**src/rtl/accel_pkg.sv**
```systemverilog
// Shared definitions for the accelerometer sample scheduler: FSM encodings, axis codes, widths.
package accel_pkg;

    localparam int DATA_W_DEF = 12;

    localparam logic AXIS_X = 1'b0;
    localparam logic AXIS_Y = 1'b1;

    typedef enum logic [2:0] {
        ST_IDLE      = 3'd0,
        ST_WAIT_TICK = 3'd1,
        ST_REQ_X     = 3'd2,
        ST_REQ_Y     = 3'd3,
        ST_PUBLISH   = 3'd4
    } state_t;

endpackage

```
**src/rtl/accel_tick_gen.sv**
```systemverilog
// Free-running sample tick: one-cycle pulse every SAMPLE_DIV enabled clocks, parked at 0 when disabled.
module accel_tick_gen #(
    parameter int SAMPLE_DIV = 100000
) (
    input  logic clk,
    input  logic rst,
    input  logic enable,
    output logic tick
);

    localparam int CNT_W = (SAMPLE_DIV > 1) ? $clog2(SAMPLE_DIV) : 1;

    logic [CNT_W-1:0] cnt;
    logic             at_wrap;

    assign at_wrap = (cnt == CNT_W'(SAMPLE_DIV - 1));
    assign tick    = enable && at_wrap;

    always_ff @(posedge clk or posedge rst) begin
        if (rst)
            cnt <= '0;
        else if (!enable || at_wrap)
            cnt <= '0;
        else
            cnt <= cnt + CNT_W'(1);
    end

endmodule

```
**src/rtl/accel_sample_sched.sv**
```systemverilog
// Periodic X-then-Y accelerometer reader; publishes each coherent X/Y pair with a one-cycle pulse.
module accel_sample_sched
    import accel_pkg::*;
#(
    parameter int DATA_W     = DATA_W_DEF,
    parameter int SAMPLE_DIV = 100000,
    parameter int TIMEOUT    = 1024
) (
    input  logic              clk,
    input  logic              rst,
    input  logic              enable,
    output logic              rd_req,
    output logic              rd_axis,
    input  logic              rd_ack,
    input  logic [DATA_W-1:0] rd_data,
    output logic [DATA_W-1:0] x_acc,
    output logic [DATA_W-1:0] y_acc,
    output logic              sample_valid,
    output logic              busy,
    output logic              timeout_err,
    output logic [7:0]        overrun_cnt,
    input  logic              err_clr
);

    localparam int WCNT_W = (TIMEOUT > 1) ? $clog2(TIMEOUT) : 1;

    state_t              state, state_nxt;
    logic                tick;
    logic                ack_ok;
    logic                wait_expired;
    logic                overrun_evt;
    logic [WCNT_W-1:0]   wcnt;
    logic [DATA_W-1:0]   shadow_x;

    accel_tick_gen #(.SAMPLE_DIV(SAMPLE_DIV)) u_tick (
        .clk    (clk),
        .rst    (rst),
        .enable (enable),
        .tick   (tick)
    );

    assign ack_ok       = rd_req && rd_ack;
    assign wait_expired = rd_req && !rd_ack && (wcnt == WCNT_W'(TIMEOUT - 1));
    assign busy         = (state == ST_REQ_X) || (state == ST_REQ_Y) || (state == ST_PUBLISH);
    assign overrun_evt  = tick && busy;
    assign sample_valid = (state == ST_PUBLISH);
    assign rd_axis      = (state == ST_REQ_Y) ? AXIS_Y : AXIS_X;

    always_comb begin
        state_nxt = state;
        unique case (state)
            ST_IDLE:      if (enable) state_nxt = ST_WAIT_TICK;
            ST_WAIT_TICK: if (tick) state_nxt = ST_REQ_X;
                          else if (!enable) state_nxt = ST_IDLE;
            ST_REQ_X:     if (ack_ok) state_nxt = ST_REQ_Y;
                          else if (wait_expired) state_nxt = ST_WAIT_TICK;
            ST_REQ_Y:     if (ack_ok) state_nxt = ST_PUBLISH;
                          else if (wait_expired) state_nxt = ST_WAIT_TICK;
            ST_PUBLISH:   state_nxt = ST_WAIT_TICK;
            default:      state_nxt = ST_IDLE;
        endcase
    end

    // REQ_Y is entered with rd_req low for one cycle, giving the mandatory gap between reads.
    always_ff @(posedge clk or posedge rst) begin
        if (rst) begin
            state  <= ST_IDLE;
            rd_req <= 1'b0;
            wcnt   <= '0;
        end else begin
            state  <= state_nxt;
            rd_req <= (state_nxt == ST_REQ_X) ||
                      (state_nxt == ST_REQ_Y && state == ST_REQ_Y);
            wcnt   <= rd_req ? wcnt + WCNT_W'(1) : '0;
        end
    end

    // The pair is committed on the Y ack edge so it is already stable during the publish pulse.
    always_ff @(posedge clk or posedge rst) begin
        if (rst) begin
            shadow_x <= '0;
            x_acc    <= '0;
            y_acc    <= '0;
        end else begin
            if (state == ST_REQ_X && ack_ok)
                shadow_x <= rd_data;
            if (state == ST_REQ_Y && ack_ok) begin
                x_acc <= shadow_x;
                y_acc <= rd_data;
            end
        end
    end

    // Error events take priority over a coincident clear.
    always_ff @(posedge clk or posedge rst) begin
        if (rst) begin
            timeout_err <= 1'b0;
            overrun_cnt <= '0;
        end else begin
            if (wait_expired)
                timeout_err <= 1'b1;
            else if (err_clr)
                timeout_err <= 1'b0;

            if (overrun_evt)
                overrun_cnt <= err_clr ? 8'd1 :
                               (overrun_cnt == 8'hFF) ? overrun_cnt : overrun_cnt + 8'd1;
            else if (err_clr)
                overrun_cnt <= '0;
        end
    end

endmodule

```
**config.mk**
```make
export PLATFORM = sky130hd
export DESIGN_NAME = accel_sample_sched
export DESIGN_NICKNAME = d
export VERILOG_FILES = /design/src/rtl/accel_pkg.sv /design/src/rtl/accel_tick_gen.sv /design/src/rtl/accel_sample_sched.sv
export SDC_FILE = /design/constraint.sdc
export NUM_CORES = 1
export LEC_CHECK = 0
export CORE_ASPECT_RATIO = 1.4
export CORE_MARGIN = 8
export CORE_UTILIZATION = 44
export CTS_CLUSTER_DIAMETER = 50
export DETAILED_ROUTE_END_ITERATION = 10
export PLACE_DENSITY_LB_ADDON = 0.15
export SLEW_MARGIN = 20
export SYNTH_ARGS = -nofsm -noshare
export SYNTH_HDL_FRONTEND = slang
export SYNTH_SLANG_ARGS = --single-unit
```
**constraint.sdc**
```tcl
create_clock -name clk -period 3.2 [get_ports clk]
set_input_delay 0.48 -clock clk [delete_from_list [all_inputs] [get_ports clk]]
set_output_delay 0.48 -clock clk [all_outputs]
set_load 0.005 [all_outputs]
```
==> metrics.md, run 1 <==
| Metric | Value |
|---|---|
| Largest net degree at the start of global routing | `33` |
| YS warnings | `0` |
| FF-to-FF Start | `u_tick.cnt[0]` |
| Area of the multi-input gates | `1430 um^2` |
| M1 GR Usage | `0.143` |
| First-pass GRT wire length | `11400 um` |
| Die H | `120 um` |
| Starting Density | `0.444` |
| Vias per cell | `around 5` |
| Final nets | `around 360` |
| Hpwl dp | `4640 um` |
| # rows | `38` |
| DRT antenna net count | `0` |
| Worst min-delay path startpoint | `wcnt[0]` |
| Antenna violations before repair | `0` |
| Vias in the first global route | `between 2000 and 2500` |
| Worst Path Max Fanout | `6` |
| Vias after detailed routing | `2260` |
| RSZ-0062 raised after global routing | `no` |
| Max cap viols | `0` |
| Ys flop type | `dfrtp_1` |
| Yosys top cell by area | `dfrtp_1` |
| Setup TNS | `0 ns` |
| Worst skew pair latency | `0.35 ns` |
| Synth-to-Final Area Change | `24.5%` |
| Post-CTS setup buffers | `0` |
| Share of cells above drive strength 1 | `0.196` |
| PnR Total Power | `1.67 mW` |
| Leak | `1.89 nW` |
| Minimum clock period after layout | `2.26 ns` |
| Library cells used by synthesis | `43` |
| Synthesis-stage register bit count | `76` |
| TritonCTS clock tree | `yes` |
| Sequential share of the synthesized area | `0.563` |
| Area contributors post-synth | `dfrtp_1 56%, mux2_2 12%, nor2_1 3.1%` |
| Top Ports | `54` |
| Critical Path RT | `approximately 2.7 ns` |
| Root Buffer | `clkbuf_8` |
| Simple-Gate Fraction of Synth Area | `0.186` |
| GR Layer Usage met2 | `0.214` |
| Total routed wirelength | `6550 um` |
| Crit path DAT | `between 1.5 and 2 ns` |
| Met3 GRT Util | `0.0619` |
| Avg Cell Area, Syn | `12.2 um^2` |
| Total GRT Usage | `0.132` |
| Worst Clk Skew | `0.00549 ns` |
| Clock transition at path regs | `0.08 ns` |
| Port buffer count | `53` |
| XOR/XNOR Fraction of Synth Area | `0.0570` |
| Post-Syn Nets | `298` |
| Gate Count Post-Synth | `between 200 and 300` |
| Worst Setup SP | `state[1]` |
| Hold Vio Cnt, Final | `0` |
| Routed len/inst | `between 10 and 15 um` |
| Cts bufs inserted | `9` |
| Finish-stage setup viols | `0` |
| Post-synth EDFFs | `0` |
| Sequential cell area | `1900 um^2` |
| Slew Limit Fails | `0` |
| DR pass1 iterations | `4` |
| P per Cell Area | `approximately 400 nW/um^2` |
| Kind of critical path | `reg -> out` |
| Die Wd | `90.1 um` |
| Post-CTS Resized | `0` |
| Fin crit share | `0.706` |
| Synth top area share | `0.563` |
| Type of origin of the critical path | `flip-flop` |
| Multiplexer share of the synthesized area | `0.133` |
| Ant. Diodes | `0` |
| VDD IR max | `293 uV` |
| CTS sink cnt | `76` |
| H-tree depth | `3` |
| CP endpoint kind | `output pin` |
| Fmax | `0.443 GHz` |
| Number of remaining DRC errors | `0` |
| Area fraction in compound gates after synthesis | `0.0344` |
| Synth Cell Area | `approximately 3400 um^2` |
| Starting DRT DRC Count | `84` |
| Dpl ws | `0.993 ns` |
| Largest family of logic cells by synthesized area | `simple AND/OR/NAND/NOR gates` |
| Outcome | `finished, final reports clean` |
| Top Usage Layer GRT | `met2` |
| Crit path setup slack, layout | `0.941 ns` |
| Total core area | `7610 um^2` |
| Reg-to-reg slack, setup | `1.15 ns` |
| Post-synthesis async set-or-reset flop share | `1.00` |
| Slew margin rel. | `0.619` |
| Fill cells | `677` |
| Cts hold-fix bufs | `0` |
| HP Class | `reg -> reg` |
| Die ar. | `10800 um^2` |
| Final weighted congestion in routability-driven placement | `approximately 0.70` |
| Total grt overflow | `0` |
| Adder-cell share of the synthesized area | `0.0111` |
| Max clock buf depth | `2` |
| Worst-Margin Slew | `0.571 ns` |
[per-layer routing]
layer  part of all wire  up-vias
li1                   -     1087
met1               0.41     1124
met2               0.50       40
met3              0.070        9
met4              0.017        0
met5                  0        -
[flip-flops by register name, summed over array words and instances (netlist names)]
| signal | count |
|---|---|
| timeout_err | 1 |
| overrun_cnt | 8 |
| rd_req | 1 |
| wcnt | 10 |
| x_acc | 12 |
| state | 3 |
| y_acc | 12 |
| shadow_x | 12 |
| u_tick.cnt | 17 |
[critical path: stages, from the launching register on]
cell and delay, ns:
dfrtp_1 0.44, and2b_1 0.24, or2_2 0.30, clkdlybuf4s50_1 0.45
[area by class of cell]
cell class,instances,area share
Sequential cell,76,0.452
Timing Repair Buffer,56,0.134
Multi-Input combinational cell,189,0.339
Clock buffer,11,0.0336
Tap cell,100,0.0297
Inverter,5,0.00446
Clock inverter,5,0.00654
[power by group]
part / leakage [nW] / internal (mW) / total [mW] / switching [mW]
Clock: 0.0889 / 0.297 / 0.634 / 0.337
Combinational: 0.747 / 0.0289 / 0.0640 / 0.0352
Sequential: 1.06 / 0.965 / 0.972 / 0.00781
Total: 1.89 / 1.29 / 1.67 / 0.380
[cell families (layout without fill, tap and decap cells)]
family	Yosys count	after routing
AND/OR/NAND/NOR	106	106
flip-flops	76	76
multiplexers	40	40
XOR/XNOR	22	22
AO/OA/AOI/OAI	18	18
buffers and inverters	13	77
adder cells (fa/ha/maj)	3	3
[cells in the mapped netlist (3+ instances only)]
| cell type | n |
|---|---|
| mux2_1 | 3 |
| nor4_1 | 3 |
| clkbuf_1 | 4 |
| buf_2 | 4 |
| nand2b_1 | 3 |
| and2_1 | 7 |
| ha_1 | 3 |
| or3_1 | 6 |
| dfrtp_1 | 76 |
| inv_1 | 5 |
| nor2b_1 | 5 |
| nor2_1 | 28 |
| and3_1 | 3 |
| o21ai_0 | 6 |
| nand4_1 | 8 |
| a21oi_1 | 4 |
| nor3_1 | 4 |
| nand3_1 | 9 |
| xnor2_1 | 12 |
| nand2_1 | 13 |
| mux2_2 | 36 |
| xor2_1 | 10 |
[path summary, 6_finish.rpt]
check	endpoint	cells after the start
worst max-delay path	busy	3
worst min-delay path	wcnt[0]	1
worst max register to register	overrun_cnt[7]	6
worst min register to register	wcnt[0]	1
max in group asynchronous	u_tick.cnt[6]	3
min in group asynchronous	x_acc[3]	2
[stage by stage]
stage          cell area (um^2)  utilization  instances  hold WS, ns
6_report                   4210        0.553        442        0.470
5_1_grt                    4210        0.553        442        0.512
4_1_cts                    4210        0.553        442        0.481
3_5_place_dp               4040        0.531        426        0.470
3_3_place_gp               4040        0.531        426        0.460
2_1_floorplan              3380            -        278        0.431
[placed cells by master, fill, tap and decap left out, types with 2 or more instances in the layout]
master,synthesis,layout
clkdlybuf4s50_1,0,53
nor4b_4,2,2
nor2_1,28,27
dfrtp_1,76,76
clkbuf_8,0,10
nand2_1,13,13
o21ai_0,6,6
xnor2_1,12,12
or2_2,2,2
inv_1,5,4
a21oi_1,4,4
nor4_1,3,3
mux2_1,3,3
ha_1,3,3
or3_1,6,6
mux2_2,36,36
and3_1,3,3
and4_1,2,2
a21boi_0,2,2
nand4_1,8,8
buf_4,0,2
and3_2,2,2
nand2b_1,3,3
and2_1,7,7
nor2b_1,5,5
nor3_1,4,4
nand3_1,9,9
xor2_1,10,10
clkinv_2,0,4
No activity file was read; power rests on OpenSTA's default activity.
==> inputs of run 2 (changes only) <==
==> constraint.sdc (replaced) <==
create_clock -name clk -period 2.02 [get_ports clk]
set_input_delay 0.303 -clock clk [delete_from_list [all_inputs] [get_ports clk]]
set_output_delay 0.303 -clock clk [all_outputs]
set_load 0.005 [all_outputs]
==> metrics.md, run 2 (synthesis gave the netlist of run 1 again) <==
| Metric | Value |
|---|---|
| Outcome | `finished, final reports clean` |
| Cts bufs inserted | `9` |
| Starting Density | `0.444` |
| CP endpoint kind | `output pin` |
| DR pass1 iterations | `4` |
| Max clock buf depth | `2` |
| Vias per cell | `5.10` |
| P per Cell Area | `648 nW/um^2` |
| Most common cell after layout, fill and taps aside | `dfrtp_1` |
| HP Class | `in -> async` |
| Design area | `4360 um^2` |
| Largest net degree at the start of global routing | `slightly below 80` |
| Pint | `between 2 and 2.5 mW` |
| Fmax | `0.509 GHz` |
| Slew margin rel. | `0.680` |
| FF-to-FF Start | `u_tick.cnt[0]` |
| Clock transition at path regs | `0.09 ns` |
| Reg-to-reg slack, setup | `roughly 0.13 ns` |
| H-tree depth | `3` |
| Sequential Power Share | `0.543` |
| Util after Layout | `0.573` |
| CTS sink cnt | `76` |
| Kind of critical path | `reg -> out` |
| Max cap viols | `0` |
| Die H | `120 um` |
| Root Buffer | `clkbuf_8` |
| Worst Path Max Fanout | `4` |
| Worst Reg2Reg Path Length in Cells | `6` |
| Number of remaining DRC errors | `0` |
| Clk network pwr share | `0.416` |
| Crit path DAT | `roughly 1.7 ns` |
| Ant. Diodes | `0` |
| Most frequent cells in the layout | `76 x dfrtp_1, 52 x clkdlybuf4s50_1, 36 x mux2_2` |
| Final nets | `369` |
| RSZ-0062 raised after global routing | `no` |
| Worst Clk Skew | `0.00779 ns` |
| Total grt overflow | `0` |
| Hpwl dp | `4670 um` |
| Vias in the first global route | `2428` |
| VDD IR max | `477 uV` |
| Fin crit share | `0.973` |
| Die ar. | `about 11000 um^2` |
| Port buffer count | `53` |
| Share of cells above drive strength 1 | `0.232` |
| Minimum clock period after layout | `a little under 2 ns` |
| Leak | `1.97 nW` |
| GR Layer Usage met2 | `0.222` |
| Finish-stage setup viols | `0` |
| Cell Count, Final, Fillers Out | `454` |
| Total GRT Usage | `0.133` |
| Max reg flops | `17` |
| Total core area | `7610 um^2` |
| Total routed wirelength | `6730 um` |
| Dpl ws | `between 0.1 and 0.15 ns` |
| # rows | `38` |
| Antenna violations before repair | `0` |
| Placement Cell Area | `4130 um^2` |
| Starting DRT DRC Count | `about 50` |
| Sw frac | `0.237` |
| Worst reg2reg endpoint | `overrun_cnt[7]` |
| Routed len/inst | `between 10 and 15 um` |
| Worst skew pair latency | `roughly 0.36 ns` |
| DRT antenna net count | `0` |
| Vias after detailed routing | `2316` |
| NetSw | `0.670 mW` |
| Setup TNS | `0 ns` |
| Slew Limit Fails | `0` |
| Hold Vio Cnt, Final | `0` |
| Most flops, register | `u_tick.cnt` |
| Placed cells | `434` |
| Type of origin of the critical path | `flip-flop` |
| Top Ports | `54` |
| TritonCTS clock tree | `yes` |
| Gate power share | `0.041` |
| First-pass GRT wire length | `11400 um` |
| M1 GR Usage | `0.140` |
| Die Wd | `90.1 um` |
| Synth-to-Final Area Change | `29.0%` |
| Cts hold-fix bufs | `0` |
| Final weighted congestion in routability-driven placement | `0.735` |
| Crit path setup slack, layout | `around 0.055 ns` |
| Top Usage Layer GRT | `met2` |
| Critical Path RT | `1.72 ns` |
| Worst-Margin Slew | `0.478 ns` |
| Met3 GRT Util | `0.0450` |
-- run 2: cell type report --
| type | count | area (um^2) |
|---|---|---|
| clock buffers | 9 | 124 |
| clock inverters | 7 | 77.6 |
| flip-flops and latches | 76 | 1900 |
| inverters | 5 | 22.5 |
| multi-input cells | 189 | 1430 |
| fillers | 663 | 3250 |
| well taps | 100 | 125 |
| repair buffers | 68 | 679 |
-- run 2: worst max-delay path by stage --
stage / startpoint / to / slack [ns] / cells after the start
6_report: state[2] / rd_axis / 0.06 / 3
5_1_grt: state[2] / rd_axis / 0.005 / 3
4_1_cts: state[2] / rd_axis / 0.03 / 3
3_5_place_dp: u_tick.cnt[0] / overrun_cnt[7] / 0.11 / 6
3_3_place_gp: rd_ack / rd_req / 0.13 / 6
2_1_floorplan: u_tick.cnt[0] / overrun_cnt[7] / 0.17 / 6
-- run 2: power groups by stage --
stage / Sequential, mW / Clock [mW] / Combinational (mW)
global route: 1.54 / 1.27 / 0.133
finish: 1.53 / 1.18 / 0.117
detailed placement: 1.57 / 0 / 0.121
CTS: 1.53 / 1.21 / 0.122
global placement: 1.57 / 0 / 0.120
floorplan: 1.56 / 0 / 0.0559
-- run 2: what timing repair did --
item / in CTS / in global routing
buffers inserted: 4 / 0
resized for setup: 2 / 1
setup endpoints to repair: 2 / 1
-- run 2: worst max-delay path: stages, from the launching register on --
cell and delay, ns:
dfrtp_1 0.39, and2b_2 0.26, and2_1 0.15, clkdlybuf4s50_1 0.50
-- run 2: routing by layer --
metal  vias to the layer above  wire [um]
met5                         -          0
met3                         9        387
met4                         0        175
met2                        38       3380
li1                       1112          -
met1                      1157       2780
-- run 2: per-stage QoR --
step	power, mW	hold slack, ns
final	2.83	0.402
after floorplan	1.62	0.431
after detailed placement	1.69	0.454
after global placement	1.69	0.448
after CTS	2.87	0.415
after global routing	2.94	0.475
